**src/rtl/gol_pkg.sv**
```systemverilog
// Shared Game-of-Life definitions: grid defaults, scheduler FSM states, bank encodings.
package gol_pkg;

  localparam int unsigned DEF_Y_SIZE      = 720;
  localparam int unsigned DEF_Y_WIDTH     = 10;
  localparam int unsigned DEF_CNT_WIDTH   = 16;
  localparam int unsigned DEF_WDOG_CYCLES = 4096;

  typedef enum logic [1:0] {
    ST_IDLE  = 2'd0,
    ST_FETCH = 2'd1,
    ST_DRAIN = 2'd2,
    ST_SWAP  = 2'd3
  } state_e;

  typedef enum logic {
    BANK_A = 1'b0,
    BANK_B = 1'b1
  } bank_e;

endpackage

```
**src/rtl/row_seq.sv**
```systemverilog
// Toroidal row fetch sequencer: Y_SIZE-1, 0, 1, ..., Y_SIZE-1, 0 (Y_SIZE+2 accepted fetches).
module row_seq
  import gol_pkg::*;
#(
  parameter int unsigned Y_SIZE  = DEF_Y_SIZE,
  parameter int unsigned Y_WIDTH = DEF_Y_WIDTH
) (
  input  logic               clk,
  input  logic               rst,
  input  logic               start_i,
  input  logic               accept_i,
  output logic [Y_WIDTH-1:0] addr_o,
  output logic               last_o
);

  // One extra bit so the accept count can reach Y_SIZE+1.
  localparam int unsigned CW = Y_WIDTH + 1;

  logic [Y_WIDTH-1:0] addr_q, addr_d;
  logic [CW-1:0]      cnt_q, cnt_d;

  // Next address: restart on the row above row 0, wrap at Y_SIZE.
  always_comb begin
    addr_d = addr_q;
    cnt_d  = cnt_q;
    if (start_i) begin
      addr_d = Y_WIDTH'(Y_SIZE - 1);
      cnt_d  = '0;
    end else if (accept_i) begin
      cnt_d  = cnt_q + CW'(1);
      addr_d = (addr_q == Y_WIDTH'(Y_SIZE - 1)) ? '0 : addr_q + Y_WIDTH'(1);
    end
  end

  // Address and accept-count registers.
  always_ff @(posedge clk or posedge rst) begin
    if (rst) begin
      addr_q <= '0;
      cnt_q  <= '0;
    end else begin
      addr_q <= addr_d;
      cnt_q  <= cnt_d;
    end
  end

  assign addr_o = addr_q;
  assign last_o = (cnt_q == CW'(Y_SIZE + 1));

endmodule

```
**src/rtl/gen_scheduler.sv**
```systemverilog
// Game-of-Life generation scheduler over the A/B ping-pong banks.
// Optional DRAIN watchdog enabled by defining GEN_SCHED_WATCHDOG_EN.
module gen_scheduler
  import gol_pkg::*;
#(
  parameter int unsigned Y_SIZE      = DEF_Y_SIZE,
  parameter int unsigned Y_WIDTH     = DEF_Y_WIDTH,
  parameter int unsigned CNT_WIDTH   = DEF_CNT_WIDTH,
  parameter int unsigned WDOG_CYCLES = DEF_WDOG_CYCLES
) (
  input  logic                 clk,
  input  logic                 rst,
  input  logic                 frame_tick,
  input  logic                 pause,
  input  logic                 step,
  output logic                 fetch_valid,
  input  logic                 fetch_ready,
  output logic [Y_WIDTH-1:0]   fetch_addr,
  input  logic                 result_valid,
  output logic                 wr_en,
  output logic [Y_WIDTH-1:0]   wr_addr,
  output logic                 bank_sel,
  output logic                 busy,
  output logic                 gen_done,
  output logic [CNT_WIDTH-1:0] gen_count,
  output logic                 wr_overflow,
  output logic                 wdog_err
);

  // Write counter must be able to hold Y_SIZE itself.
  localparam int unsigned WCW = Y_WIDTH + 1;

  state_e               state_q, state_d;
  logic [WCW-1:0]       wr_cnt_q, wr_cnt_d;
  bank_e                bank_q, bank_d;
  logic [CNT_WIDTH-1:0] gen_cnt_q, gen_cnt_d;
  logic                 ovf_q, ovf_d;
  logic                 wdog_err_q, wdog_err_d;
  logic                 seq_start, seq_last, fetch_accept;
  logic                 wr_full, writing, wdog_expired;

  assign wr_full      = (wr_cnt_q == WCW'(Y_SIZE));
  assign writing      = (state_q == ST_FETCH) || (state_q == ST_DRAIN);
  assign fetch_accept = (state_q == ST_FETCH) && fetch_ready;

  row_seq #(
    .Y_SIZE  (Y_SIZE),
    .Y_WIDTH (Y_WIDTH)
  ) u_row_seq (
    .clk      (clk),
    .rst      (rst),
    .start_i  (seq_start),
    .accept_i (fetch_accept),
    .addr_o   (fetch_addr),
    .last_o   (seq_last)
  );

`ifdef GEN_SCHED_WATCHDOG_EN
  localparam int unsigned WDW = $clog2(WDOG_CYCLES) + 1;

  logic [WDW-1:0] wdog_q, wdog_d;

  // DRAIN residency counter; cleared whenever the FSM is elsewhere.
  always_comb begin
    wdog_d = '0;
    if (state_q == ST_DRAIN) wdog_d = wdog_q + WDW'(1);
  end

  // Watchdog counter register.
  always_ff @(posedge clk or posedge rst) begin
    if (rst) wdog_q <= '0;
    else     wdog_q <= wdog_d;
  end

  assign wdog_expired = (state_q == ST_DRAIN) && (wdog_q == WDW'(WDOG_CYCLES - 1));
`else
  logic [31:0] unused_wdog;
  assign unused_wdog  = 32'(WDOG_CYCLES);
  assign wdog_expired = 1'b0;
`endif

  // Next-state, counters, sticky flags and state-decoded outputs.
  always_comb begin
    state_d     = state_q;
    wr_cnt_d    = wr_cnt_q;
    bank_d      = bank_q;
    gen_cnt_d   = gen_cnt_q;
    ovf_d       = ovf_q;
    wdog_err_d  = wdog_err_q;
    seq_start   = 1'b0;
    fetch_valid = 1'b0;
    gen_done    = 1'b0;
    busy        = 1'b1;
    wr_en       = result_valid && writing && !wr_full;

    if (wr_en) wr_cnt_d = wr_cnt_q + WCW'(1);
    // Any result not absorbed by a write is an overflow.
    if (result_valid && !wr_en) ovf_d = 1'b1;

    case (state_q)
      ST_IDLE: begin
        busy = 1'b0;
        if (step || (frame_tick && !pause)) begin
          state_d   = ST_FETCH;
          seq_start = 1'b1;
          wr_cnt_d  = '0;
        end
      end
      ST_FETCH: begin
        fetch_valid = 1'b1;
        if (fetch_ready && seq_last) state_d = ST_DRAIN;
      end
      ST_DRAIN: begin
        if (wr_full) begin
          state_d = ST_SWAP;
        end else if (wdog_expired) begin
          state_d    = ST_IDLE;
          wdog_err_d = 1'b1;
        end
      end
      ST_SWAP: begin
        gen_done  = 1'b1;
        bank_d    = bank_e'(~bank_q);
        gen_cnt_d = gen_cnt_q + CNT_WIDTH'(1);
        state_d   = ST_IDLE;
      end
      default: state_d = ST_IDLE;
    endcase
  end

  // State and bookkeeping registers.
  always_ff @(posedge clk or posedge rst) begin
    if (rst) begin
      state_q    <= ST_IDLE;
      wr_cnt_q   <= '0;
      bank_q     <= BANK_A;
      gen_cnt_q  <= '0;
      ovf_q      <= 1'b0;
      wdog_err_q <= 1'b0;
    end else begin
      state_q    <= state_d;
      wr_cnt_q   <= wr_cnt_d;
      bank_q     <= bank_d;
      gen_cnt_q  <= gen_cnt_d;
      ovf_q      <= ovf_d;
      wdog_err_q <= wdog_err_d;
    end
  end

  assign wr_addr     = wr_cnt_q[Y_WIDTH-1:0];
  assign bank_sel    = bank_q;
  assign gen_count   = gen_cnt_q;
  assign wr_overflow = ovf_q;
  assign wdog_err    = wdog_err_q;

endmodule

```
**config.mk**
```make
export PLATFORM = sky130hd
export DESIGN_NAME = gen_scheduler
export DESIGN_NICKNAME = d
export VERILOG_FILES = /design/src/rtl/gol_pkg.sv /design/src/rtl/row_seq.sv /design/src/rtl/gen_scheduler.sv
export SDC_FILE = /design/constraint.sdc
export NUM_CORES = 1
export LEC_CHECK = 0
export CAP_MARGIN = 20
export CORE_AREA = 2 2 88 90
export DETAILED_ROUTE_END_ITERATION = 8
export DIE_AREA = 0 0 90 92
export SLEW_MARGIN = 20
export SYNTH_ARGS = -nofsm -noshare
export SYNTH_HDL_FRONTEND = slang
export SYNTH_HIERARCHICAL = 1
export SYNTH_SLANG_ARGS = --single-unit
```
**constraint.sdc**
```tcl
create_clock -name clk -period 1.9 [get_ports clk]
set_input_delay 0.285 -clock clk [delete_from_list [all_inputs] [get_ports clk]]
set_output_delay 0.285 -clock clk [all_outputs]
set_load 0.02 [all_outputs]
```
==> key figures, run 1 <==
Status
  – Outcome: completed

Global route
  – Vias in the first global route: approximately 2200
  – Largest net degree at the start of global routing: 32
  – First-pass GRT wire length: ~11000 um
  – All-layer global routing usage: between 10% and 20%
  – Antenna violations before repair: 0
  – Overflow after GRT: 0

Yosys
  – Synth unique cells: 55
  – Post-Synthesis Cells: 273
  – YS warnings: 6
  – Post-synthesis async set-or-reset flop share: 100%
  – #FFs+latches synth: 52
  – Syn Std Cell Area: 0.00283 mm^2
  – Dominant synthesized flop cell: dfrtp_1
  – Post-synth EDFFs: 0
  – Post-Syn Nets: 291
  – Sequential fraction of the synthesis area: 46.0%
  – Avg Inst Size Synth: 10.4 um^2

Critical path
  – Setup CP Type: reg -> out
  – Startpoint Class: register
  – Worst endpoint data arrival time: around 1500 ps
  – Worst EP required: between 1500 and 2000 ps
  – Worst-path fanout max: 7
  – Kind of cell adding the most delay to the critical path: buffers and inverters
  – Critical R2R Launch: state_q[1]
  – Max stage delay on crit path: 670 ps
  – Worst Setup End Kind: output pin
  – Setup crit start: wr_cnt_q[7]
  – Slowest stage cell, crit path: clkdlybuf4s50_1
  – Critical-path cell list: clkdlybuf4s50_1
  – Worst path bufs/invs: 1

Clock network
  – CTS Buf Count: 5
  – Clock sinks: 52
  – Clock Latency Late Sink: ~310 ps
  – CTS max path bufs: 2
  – Post-CTS setup buffer count: 0
  – H-tree levels: 2
  – CTS tree: yes
  – Root buffer cell: clkbuf_8
  – Clk slew on worst S/H paths: 90 ps
  – CTS Hold Bufs: 0

Final layout
  – Antenna fix cells: 0
  – Finished layout cell area: 0.00368 mm^2
  – # nets final: 360
  – Share of cells above drive strength 1: 17.5%
  – Synth-to-layout area growth: 30.2%

STA
  – Achievable frequency: approximately 560 MHz
  – RSZ-0062 raised after global routing: false
  – Crit path time final: 1790 ps
  – Final hold vios: 0
  – Slew Limit Fails: 0
  – Clk_skew: 9.22 ps
  – Final setup viols: 0
  – Tcrit/Tclk final: a little over nine tenths

Min path
  – Hold Path Class: in -> async

Routing
  – Total number of vias: approximately 2200
  – Final WL: 5920 um
  – Vias per cell: a little under 5
  – Drt pass-1 iters: 6
  – DRT met1 WL: around 2800 um
  – Met3 routed WL: 199 um
  – Iteration-0 DRC Markers: 104
  – DR top layer: met4
  – # DRC: 0
  – WL met2: 2830 um
  – Drt wl/cell: 13.3 um
  – Post-route antenna net violation count: 0

Floorplan
  – Die X: roughly 90 um
  – Core ar.: 0.00745 mm^2
  – Io pins: 50
  – Initial Utilization: 38.0%
  – Die height: 92 um
  – Cell Rows: 32
  – Die area: 0.00828 mm^2

Pwr
  – Overall Power: 4.50 mW
  – PwrDens: about 1200 mW/mm^2
  – Peak supply drop: 816 uV
  – Leakage: 1.60 nW

Run
  – Maxcap violations: 0

Placement
  – GP Congestion: 0.799
  – Cell area after placement: 0.00356 mm^2
  – Detailed placer's ending HPWL: 4310 um
  – Port Buf Inserts: 48
where the power goes:
part           switching [mW]  internal, mW  leakage, nW
Sequential              0.248          1.32        0.671
Clock                   0.367         0.392       0.0552
Combinational            1.12          1.05        0.870
Total                    1.73          2.77         1.60
kinds of logic (layout without fill, tap and decap cells):
group / after synthesis / after routing / synth area share, %
multiplexers: 3 / 3 / 1.15
other: 1 / 1 / 0.133
flip-flops: 52 / 52 / 46.0
adder cells (fa/ha/maj): 11 / 11 / 4.87
AND/OR/NAND/NOR: 106 / 106 / 23.2
AO/OA/AOI/OAI: 35 / 35 / 8.81
buffers and inverters: 33 / 103 / 5.93
XOR/XNOR: 32 / 32 / 9.91
registers in the layout (all words and copies together), names as in the netlist:
| register | count |
|---|---|
| gen_count | 16 |
| bank_sel | 1 |
| wr_overflow | 1 |
| u_row_seq/addr_o | 10 |
| state_q | 2 |
| wr_cnt_q | 11 |
| u_row_seq/cnt_q | 11 |
path summary, 6_finish.rpt:
kind	end	slack [ps]	depth (start not counted)
worst max-delay path	wr_addr[7]	110	1
worst min-delay path	u_row_seq/addr_o[1]	340	3
worst max register to register	u_row_seq/cnt_q[5]	160	8
worst min register to register	gen_count[15]	480	1
max in group asynchronous	gen_count[12]	1200	3
min in group clk	gen_count[15]	480	1
cell usage in the layout (no fill, tap or decap), types with 2 or more instances in the layout:
cell and instances:
xor2_1 13, nor2_1 25, clkdlybuf4s50_1 44, o21bai_1 2, o31ai_1 2, nand4_2 2
nand4_1 16, dfrtp_1 52, nor4_4 2, or3_1 6, nand3_1 11, nor4_1 3
nor4_2 2, o21a_1 2, buf_4 32, nand2_1 13, inv_1 15, a21oi_1 11
nor2b_1 2, nor3_1 4, and3_1 4, dlygate4sd2_1 3, o21ai_0 8, clkbuf_8 5
ha_1 10, xnor2_1 19
Yosys cell counts (4+ instances only):
cell	count	area, um^2
a21oi_1	11	55.1
and3_1	4	25.0
buf_4	11	82.6
clkbuf_1	4	15.0
dfrtp_1	52	1300
ha_1	11	138
inv_1	15	56.3
nand2_1	13	48.8
nand3_1	11	55.1
nand4_1	16	100
nor2_1	25	93.8
nor3_1	4	20.0
nor4_1	4	25.0
o21ai_0	8	40.0
or3_1	6	37.5
xnor2_1	19	166
xor2_1	13	114
layout make-up:
cell class,instances,area (um^2)
repair buffers,80,718
inverters,15,56.3
clock buffers,6,72.6
fillers,732,3770
clock inverters,2,35.0
flip-flops and latches,52,1300
well taps,102,128
multi-input cells,188,1370
layer usage:
| layer | vias up | track usage, % |
|---|---|---|
| met3 | 6 | 3.20 |
| met1 | 1071 | 21.0 |
| met2 | 36 | 25.1 |
| met5 | - | 0 |
| met4 | 0 | 4.62 |
| li1 | 1085 | - |
stage by stage:
stage                     TNS [ps]  utilization [%]  worst slack [ps]  hold WS, ps  instances
after floorplan                  0                -              87.6          262        273
after global placement       -52.7             47.9             -52.7          456        437
after detailed placement     -84.9             47.9             -84.9          464        437
after CTS                        0             49.2              21.6          348        445
after global routing             0             49.4              23.8          384        445
final                            0             49.4               106          342        445
what timing repair did:
item,in CTS,in global routing
pin swaps,0,2
setup endpoints to repair,4,8
resized for setup,8,4
(Power assumes the default switching activity.)
==> run 2: changes to the inputs <==
- SETUP_SLACK_MARGIN: default -> 0.1
==> key figures, run 2 (synthesis gave the netlist of run 1 again) <==
STA
  – Slew Limit Fails: 0
  – Clk_skew: 4.51 ps
  – RSZ-0062 raised after global routing: true
  – Crit path time final: 1750 ps
  – Final setup viols: 0
  – Achievable frequency: 571 MHz
  – Final hold vios: 0
  – Tcrit/Tclk final: slightly above 90%

Routing
  – Post-route antenna net violation count: 0
  – Iteration-0 DRC Markers: 93
  – Final WL: 5830 um
  – Total number of vias: 2163
  – Vias per cell: just under 5
  – Drt pass-1 iters: 4
  – # DRC: 0
  – Drt wl/cell: roughly 13 um

Floorplan
  – Die area: 0.00828 mm^2
  – Io pins: 50
  – Core ar.: ~0.0074 mm^2
  – Die X: 90 um
  – Die height: between 90 and 100 um
  – Cell Rows: 32
  – Initial Utilization: between 30% and 40%

Global route
  – Vias in the first global route: 2105
  – First-pass GRT wire length: 10100 um
  – GR Util met1: 20.2%
  – Overflow after GRT: 0
  – Met3 GRT Util: 3.45%
  – Largest net degree at the start of global routing: 32
  – GRT met2 Usage: a little under a quarter
  – All-layer global routing usage: 14.8%
  – Gr busiest metal: met2
  – Antenna violations before repair: 0

Placement
  – GP Congestion: 0.776
  – Port Buf Inserts: 48
  – Inst Count DP: 436
  – Detailed placer's ending HPWL: 4200 um

Min path
  – Hold Path Class: in -> async

Final layout
  – Antenna fix cells: 0
  – Max reg flops: 16
  – Share of cells above drive strength 1: around a fifth
  – # nets final: 360
  – Synth-to-layout area growth: 30.3%
  – Layout Cells excl Fill: 445
  – Most frequent cells in the layout: dfrtp_1 (49), clkdlybuf4s50_1 (43), buf_4 (31), nor2_1 (25), xnor2_1 (19)
  – Most common cell after layout, fill and taps aside: dfrtp_1
  – FILL cells: 729

Critical path
  – Worst path bufs/invs: 2
  – Setup CP Type: reg -> out
  – Kind of cell adding the most delay to the critical path: flip-flops
  – Worst EP required: ~1600 ps
  – Critical-path cell list: inv_1, ha_1, and4bb_2, a41oi_4, buf_6
  – Startpoint Class: register
  – Worst endpoint data arrival time: 1470 ps
  – Max stage delay on crit path: 360 ps
  – Slowest stage cell, crit path: dfrtp_1
  – Worst-path fanout max: 2
  – Worst Setup End Kind: output pin

Clock network
  – CTS Hold Bufs: 0
  – Clk slew on worst S/H paths: 90 ps
  – Clock Latency Late Sink: approximately 300 ps
  – H-tree levels: 2
  – CTS Buf Count: 5
  – CTS tree: yes
  – Root buffer cell: clkbuf_8
  – Clock sinks: 52
  – CTS max path bufs: 2

Pwr
  – Internal cell power: 2.68 mW
  – Clock power frac: approximately 15%
  – PwrDens: 1190 mW/mm^2
  – Leakage: 1.60 nW
  – Comb power frac: 49.2%
  – Sw Share: 38.9%
  – Share of power burned in registers: 35.9%
  – P_sw: 1.70 mW
  – Peak supply drop: 727 uV
  – Overall Power: around 4.4 mW

Run
  – Maxcap violations: 0

Status
  – Outcome: completed
[run 2: per-layer routing]
| layer | vias to the layer above | part of all wire, % |
|---|---|---|
| met3 | 5 | 4.0 |
| li1 | 1085 | - |
| met1 | 1027 | 49 |
| met5 | - | 0 |
| met4 | 0 | 1.2 |
| met2 | 46 | 45 |
[run 2: area by class of cell]
class	count	area [um^2]	area share [%]
Multi-Input combinational cell	188	1380	37.5
Sequential cell	52	1310	35.4
Timing Repair Buffer	80	724	19.7
Tap cell	102	128	3.46
Clock buffer	8	90.1	2.45
Inverter	15	56.3	1.53
[run 2: worst paths after layout]
path / slack, ps / endpoint / start / cells past startpoint
setup / recovery: 150 / wr_en / wr_cnt_q[0] / 5
hold / removal: 340 / u_row_seq/addr_o[0] / rst / 3
setup reg to reg: 150 / state_q[1] / u_row_seq/cnt_q[5] / 6
hold reg to reg: 470 / bank_sel / bank_sel / 1
max in group asynchronous: 1210 / wr_cnt_q[7] / rst / 3
min in group clk: 470 / bank_sel / bank_sel / 1
[run 2: what timing repair did]
action	CTS	global route
gates resized for setup	13	6
pin swaps	3	1
setup endpoints to repair	8	9
buffers inserted	0	1
[run 2: power groups by stage]
| stage | logic [mW] | registers, mW | clock network, mW |
|---|---|---|---|
| after detailed placement | 2.16 | 1.59 | 0 |
| after CTS | 2.16 | 1.57 | 0.689 |
| final | 2.16 | 1.57 | 0.654 |
| after floorplan | 1.09 | 1.75 | 0 |
| after global routing | 2.36 | 1.62 | 0.734 |
| after global placement | 2.13 | 1.58 | 0 |
[run 2: per-stage QoR]
step	setup slack, ps	TNS, ps	cell area (um^2)	util (%)	hold WS (ps)
global placement	-60.5	-60.5	3560	47.8	456
detailed placement	-69.3	-69.3	3560	47.8	453
global route	19.4	0	3680	49.5	367
CTS	104	0	3660	49.1	346
finish	149	0	3680	49.5	341
floorplan	129	0	2830	-	262
[run 2: worst min-delay path: cells and delay by family]
| kind | cells | cell delay (ps) |
|---|---|---|
| buffers and inverters | 3 | 750 |
==> run 3: changes to the inputs <==
- GPL_ROUTABILITY_DRIVEN: default -> 0
==> results of run 3 <==
No change in the layout: final DEF, timing and power equal those of run 2.
==> patch, RTL diff (settings of run 1) <==
`addr_q` no longer has a reset.
--- a/src/rtl/row_seq.sv
+++ b/src/rtl/row_seq.sv
@@ -35,12 +35,14 @@
   // Address and accept-count registers.
   always_ff @(posedge clk or posedge rst) begin
     if (rst) begin
-      addr_q <= '0;
       cnt_q  <= '0;
     end else begin
-      addr_q <= addr_d;
       cnt_q  <= cnt_d;
     end
+  end
+
+  always_ff @(posedge clk) begin
+    addr_q <= addr_d;
   end
 
   assign addr_o = addr_q;
Function: changed (Yosys sat finds a counterexample within 4 cycles, from zero or initial values and one cycle with rst high).
==> patch against run 1 <==
  * Non-clock buffer count is 4 higher
  * Utilization is 0.30 points lower
  * Via count is 2.0% higher
  * Cell area is 0.61% lower
  * First-iteration DRC count is 11% lower
  * Cell count is 0.45% higher
  * Routed wire length is 3.3% higher
  * Total power is 1.8% higher
  * Sequential cell count stayed put
  * Setup slack worse by 0.020 ns
  * Area after synthesis is 2.0% lower
  * Critical endpoint unchanged
  * Largest cell class unchanged
  * Largest power group unchanged
  * Highest routed layer unchanged
==> patch: results (changes against run 1) <==
- Status: completed
- DRT Pass-1 Iters: 4 (-2)
- Synthesized area per cell: 10.2 sq um (-1.3%)
- Worst vdd rail ir drop: 905 uV (+11%)
- Global-route wire length before repair: 10.4 mm (-1.8%)
- Metal2 WL: 2.85 mm (+0.88%)
- Total internal power: 2.72 mW (-1.5%)
- All-Layer GR Usage: 15.3% (-0.18 points)
- Detailed-route wire length per cell: 13.7 um (+2.8%)
- Total placed instance area: 3540 sq um (-0.81%)
- Post-synthesis async set-or-reset flop share: 80.8% (-19 points)
- Inst Count DP: 439 (+0.46%)
- Summed area of non-filler cells in the final layout: 3660 sq um (-0.61%)
- Commonest cells post-synth: sky130_fd_sc_hd__dfrtp_1, sky130_fd_sc_hd__inv_1, sky130_fd_sc_hd__nor2_1, sky130_fd_sc_hd__xnor2_1, sky130_fd_sc_hd__nand4_1
- Total number of nets in the final design: 362 (+0.56%)
- Fill count: 721 (-1.5%)
- Clock skew: 0.0137 ns (+0.00449 ns)
- Total detailed-routing wirelength: 6.12 mm (+3.3%)
- Detailed router's first-iteration violation count: 93 (-11%)
- Proportion of synthesized chip area in sequential cells: 45.2% (-0.85 points)
- Detailed placement HPWL: 4.53 mm (+5.0%)
- Number of unique standard cell types used by synthesis: 54 (-1.8%)
- Via Count: 2242 (+2.0%)
- Top cell type's share of synthesized area: 37.9% (-8.1 points)
- Net count after synthesis: 289 (-0.69%)
-- patch: cell type report --
type | count | area share, %
clock buffer | 5 | 1.88
clock inverter | 3 | 0.684
inverter | 19 | 1.95
multi-input combinational | 182 | 36.9
sequential | 52 | 34.2
tap | 102 | 3.49
timing repair buffer | 84 | 20.9
-- patch: timing repair --
item                       CTS  global route
pin swaps                    0             2
setup endpoints to repair    5            12
cloned                       0             0
hold buffers                 0             0
gates resized for setup      8             9
-- patch: kinds of logic after synthesis --
logic type / synth area share, %
adders and majority gates: 4.97
other: 0.135
DFF: 45.2
xor gates and xnor gates: 8.54
muxes: 1.58
buffers and inverters: 7.18
and+or+nand+nor: 20.9
AOI/OAI and AO/OA: 11.6
-- patch: stage by stage --
stage	power [mW]	hold slack, ns
2_1_floorplan	2.89	0.137
3_3_place_gp	3.86	0.458
3_5_place_dp	3.90	0.458
4_1_cts	4.56	0.301
5_1_grt	4.91	0.323
6_report	4.58	0.286
-- patch: power groups by stage --
stage / clock network (mW) / logic, mW / registers (mW)
finish: 0.678 / 2.29 / 1.60
global route: 0.751 / 2.51 / 1.65
CTS: 0.702 / 2.26 / 1.60
detailed placement: 0 / 2.28 / 1.62
global placement: 0 / 2.25 / 1.62
floorplan: 0 / 1.12 / 1.77
-- patch: worst register-to-register path: cells and delay by family, from the launching register on --
kind	cells	cell delay, ns
flops	1	0.40
compound gates	3	0.40
simple gates	2	0.34
mux	1	0.34
fa+ha+maj	1	0.14
buf+inv	1	0.06
-- patch: layer usage --
layer / vias up / GRT usage (%)
met5: - / 0
met2: 52 / 24.2
met1: 1072 / 20.7
met3: 10 / 3.45
li1: 1108 / -
met4: 0 / 5.13
